==> src/rtl/btn_conditioner.sv <==
// Five-channel push-button conditioner: 2-flop sync, debounce, press pulse.
// Each channel is independent; ANY_P is the OR of the next-cycle pulses.
module btn_conditioner #(
  parameter int DEBOUNCE_CYCLES = 100000
) (
  input  logic CLOCK,
  input  logic CPU_RESETN,
  input  logic BTNC,
  input  logic BTNU,
  input  logic BTND,
  input  logic BTNL,
  input  logic BTNR,
  output logic BTNC_P,
  output logic BTNU_P,
  output logic BTND_P,
  output logic BTNL_P,
  output logic BTNR_P,
  output logic BTNC_L,
  output logic BTNU_L,
  output logic BTND_L,
  output logic BTNL_L,
  output logic BTNR_L,
  output logic ANY_P
);

  localparam int CNT_W = $clog2(DEBOUNCE_CYCLES);
  localparam logic [CNT_W-1:0] CNT_MAX = CNT_W'(DEBOUNCE_CYCLES - 1);

  logic [4:0] raw;
  logic [4:0] stable;
  logic [4:0] pulse;
  logic [4:0] pulse_nxt;
  logic       any_q;
  logic       any_d;

  assign raw = {BTNR, BTNL, BTND, BTNU, BTNC};

  for (genvar i = 0; i < 5; i++) begin : g_ch
    logic             sync1_q;
    logic             sync2_q;
    logic             stable_q;
    logic             stable_d;
    logic             pulse_q;
    logic             pulse_d;
    logic [CNT_W-1:0] cnt_q;
    logic [CNT_W-1:0] cnt_d;

    // Count only while the synced input disagrees; flip at terminal count.
    always_comb begin
      stable_d = stable_q;
      cnt_d    = '0;
      pulse_d  = 1'b0;
      if (sync2_q != stable_q) begin
        if (cnt_q == CNT_MAX) begin
          stable_d = sync2_q;
          pulse_d  = sync2_q;
        end else begin
          cnt_d = cnt_q + CNT_W'(1);
        end
      end
    end

    always_ff @(posedge CLOCK or negedge CPU_RESETN) begin
      if (!CPU_RESETN) begin
        sync1_q  <= 1'b0;
        sync2_q  <= 1'b0;
        stable_q <= 1'b0;
        cnt_q    <= '0;
        pulse_q  <= 1'b0;
      end else begin
        sync1_q  <= raw[i];
        sync2_q  <= sync1_q;
        stable_q <= stable_d;
        cnt_q    <= cnt_d;
        pulse_q  <= pulse_d;
      end
    end

    assign stable[i]    = stable_q;
    assign pulse[i]     = pulse_q;
    assign pulse_nxt[i] = pulse_d;
  end

  assign any_d = |pulse_nxt;

  always_ff @(posedge CLOCK or negedge CPU_RESETN) begin
    if (!CPU_RESETN) begin
      any_q <= 1'b0;
    end else begin
      any_q <= any_d;
    end
  end

  assign BTNC_P = pulse[0];
  assign BTNU_P = pulse[1];
  assign BTND_P = pulse[2];
  assign BTNL_P = pulse[3];
  assign BTNR_P = pulse[4];
  assign BTNC_L = stable[0];
  assign BTNU_L = stable[1];
  assign BTND_L = stable[2];
  assign BTNL_L = stable[3];
  assign BTNR_L = stable[4];
  assign ANY_P  = any_q;

endmodule

==> config.mk <==
export PLATFORM = sky130hd
export DESIGN_NAME = btn_conditioner
export DESIGN_NICKNAME = d
export VERILOG_FILES = /design/src/rtl/btn_conditioner.sv
export SDC_FILE = /design/constraint.sdc
export NUM_CORES = 1
export LEC_CHECK = 0
export CAP_MARGIN = 20
export CORE_MARGIN = 4
export CORE_UTILIZATION = 34
export CTS_CLUSTER_SIZE = 40
export DETAILED_ROUTE_END_ITERATION = 8
export SYNTH_ARGS = -nofsm -noshare
export SYNTH_HDL_FRONTEND = slang
export SYNTH_SLANG_ARGS = --single-unit
export TNS_END_PERCENT = 10
==> constraint.sdc <==
create_clock -name CLOCK -period 5 [get_ports CLOCK]
set_input_delay 0.5 -clock CLOCK [delete_from_list [all_inputs] [get_ports CLOCK]]
set_output_delay 0.5 -clock CLOCK [all_outputs]
set_load 0.05 [all_outputs]
==> results.json <==
{
  "status": "completed",
  "cp_slowest_cell": "clkdlybuf4s50_1",
  "drt_iter0_markers": 251,
  "drc": 0,
  "cts_root_buf": "clkbuf_16",
  "crit_chain": "clkdlybuf4s50_1",
  "routed_wl_um": 8980,
  "dieWidth_um": 128,
  "io_buffers": 17,
  "synth_seq_cells": 106,
  "routed_via_density": 5.06,
  "clk_latency_ns": 0.35,
  "antenna_found_initial": 0,
  "cp_data_required_time_ns": 4.50,
  "slew_headroom": 0.540,
  "vdd_ir_drop_max_mv": 0.282,
  "grt_pass1_vias": 3434,
  "fin_ws_ns": 2.89,
  "worst_pin_slew_ns": 0.690,
  "clk_pin_slew_ns": 0.07,
  "htreeDepth": 3,
  "skew_ns": 0.00745,
  "cp.buffers_inverters": 1,
  "cts_resized": 0,
  "path_class": "flop to primary output",
  "cts_hold_buf": 0,
  "seq_area_frac_synth": 0.541,
  "die-area_sq_mm": 0.0164,
  "dr_total_vias": 3366,
  "grtUsageMet1": 0.158,
  "die_y_um": 128,
  "gr-usage-met2": 0.189,
  "core_area_sq_mm": 0.0140,
  "setup_viol": 0,
  "synth_area_sq_mm": 0.00490,
  "crit_path_max_incr_delay_ns": 0.83,
  "fmax_mhz": 474,
  "final-max-slew-violation-count": 0,
  "rsz0062_at_grt": "no",
  "maxCapViolations": 0,
  "avgSynthCellArea_sq_um": 10.7,
  "cts.sink_count": 106,
  "yosysWarnings": 0,
  "hold_path.class": "input pin to async pin",
  "final_nets": 492,
  "cts_tree": "done",
  "cts_made_buffers": 9,
  "initial_core_util": 0.351,
  "min_period_ns": 2.11,
  "use_met3": 0.0433,
  "top_usage_layer": "met2",
  "ys_types": 43,
  "dr.pass1.iters": 4,
  "place_ws_ns": 3.01,
  "cp-end-kind": "primary output",
  "n_antenna_cell": 0,
  "row_count": 43,
  "drive_above_1_share": 0.0660,
  "drt-wirelength-per-cell_um": 13.5,
  "grt-ovfl-total": 0,
  "hold_viol": 0,
  "power.leakage_uw": 0.00228,
  "antenna_left": 0,
  "startpoint_type": "flop",
  "cts_setup_buffers": 0,
  "cts_buffer_depth": 2,
  "syn_to_final_growth_pct": 12.9,
  "io_pins": 18,
  "syn-num-nets": 472,
  "dp_hpwl_um": 6070,
  "grt.total_usage": 0.120,
  "tns_ns": 0,
  "power_density_mw_per_mm2": 290,
  "cp_data_arrival_time_ns": 1.61,
  "grt_pass1_wl_um": 16100,
  "netlist_instances": 460,
  "place_congestion": 0.810,
  "worst_path_dominant_cell_family": "buffers and inverters",
  "grt_max_degree": 56,
  "critPathMaxFanout": 4,
  "fin_crit_sh": 0.422
}
-- cell usage after synthesis (all sizes together) --
cell type,instances,share of area
o22ai,1,0.0013
nor3,9,0.0092
mux2,4,0.0092
nor2,77,0.059
o31ai,2,0.0031
nand4,28,0.037
clkbuf,3,0.0023
xnor2,26,0.046
o31a,1,0.0018
inv,3,0.0023
ha,5,0.013
xor2,43,0.077
and3,9,0.011
or3,8,0.011
nor4b,7,0.013
nand3,32,0.034
nand2,26,0.020
nor3b,2,0.0031
o21ai,8,0.010
buf,6,0.0079
and2,1,0.0013
nand4bb,1,0.0023
a21oi,10,0.010
o41ai,2,0.0036
and4,15,0.028
nor4bb,8,0.016
or3b,2,0.0036
or4,3,0.0054
nand2b,2,0.0026
a31o,1,0.0018
dfrtp,106,0.54
nor4,8,0.011
o21ba,1,0.0020
-- layer usage --
layer,vias up,share of wire,wire length (um)
met2,46,0.46,4140
met5,-,0,0
met4,0,0.011,102
li1,1678,-,-
met1,1633,0.49,4360
met3,9,0.042,379
-- cells by family (layout without fill, tap and decap cells) --
family          Yosys count  in the layout  share of synthesized area
simple gates            238            238                      0.267
fa+ha+maj                 5              5                     0.0128
mux                       4              4                    0.00918
xor+xnor                 69             69                      0.123
compound gates           26             26                     0.0342
flops                   106            106                      0.541
buf+inv                  12             37                     0.0125
-- power by group --
part | internal (uW) | total (uW) | switching (uW)
clock | 377 | 670 | 292
combinational | 16.1 | 54.1 | 38.0
sequential | 871 | 883 | 12.1
-- cells in the final DEF (no fill, tap or decap), drive strengths merged, types with 9 or more instances in the layout --
cell type / n
nor3: 9
xor2: 43
xnor2: 26
nand4: 28
nand3: 32
clkbuf: 14
and3: 9
a21oi: 10
dfrtp: 106
and4: 15
nand2: 26
clkdlybuf4s50: 16
nor2: 77
-- flip-flops by register name (all words and copies together), names as in the netlist --
name / flops
BTNL_P: 1
BTND_L: 1
BTNR_L: 1
ANY_P: 1
BTNU_L: 1
BTND_P: 1
g_ch.cnt_q: 85
BTNC_P: 1
g_ch.sync1_q: 5
BTNU_P: 1
BTNL_L: 1
BTNR_P: 1
BTNC_L: 1
g_ch.sync2_q: 5
-- per-stage QoR --
stage	cell area, sq um	hold slack (ns)	power [uW]	std cells	util
finish	5540	0.190	1610	665	0.396
global route	5540	0.259	1690	665	0.396
CTS	5540	0.217	1640	665	0.396
detailed placement	5260	0.338	956	649	0.376
global placement	5260	0.335	954	649	0.376
floorplan	4900	0.204	926	460	-
-- final timing paths --
path / to / cells after the start / slack (ns) / startpoint
min reg2reg: g_ch[2].sync2_q / 0 / 0.35 / g_ch[2].sync1_q
max in group asynchronous: g_ch[0].cnt_q[2] / 2 / 3.68 / CPU_RESETN
max reg2reg: g_ch[3].cnt_q[5] / 5 / 2.97 / g_ch[3].cnt_q[0]
min: g_ch[4].cnt_q[6] / 1 / 0.19 / CPU_RESETN
max: BTND_L / 1 / 2.89 / BTND_L
min in group CLOCK: g_ch[2].sync2_q / 0 / 0.35 / g_ch[2].sync1_q
-- cell type report --
cell class | instances | area (sq um)
multi-input cells | 342 | 2190
well taps | 180 | 225
clock inverters | 2 | 10.0
fillers | 1357 | 8450
inverters | 3 | 11.3
flip-flops and latches | 106 | 2650
repair buffers | 18 | 175
clock buffers | 14 | 274
(Power assumes the default switching activity.)
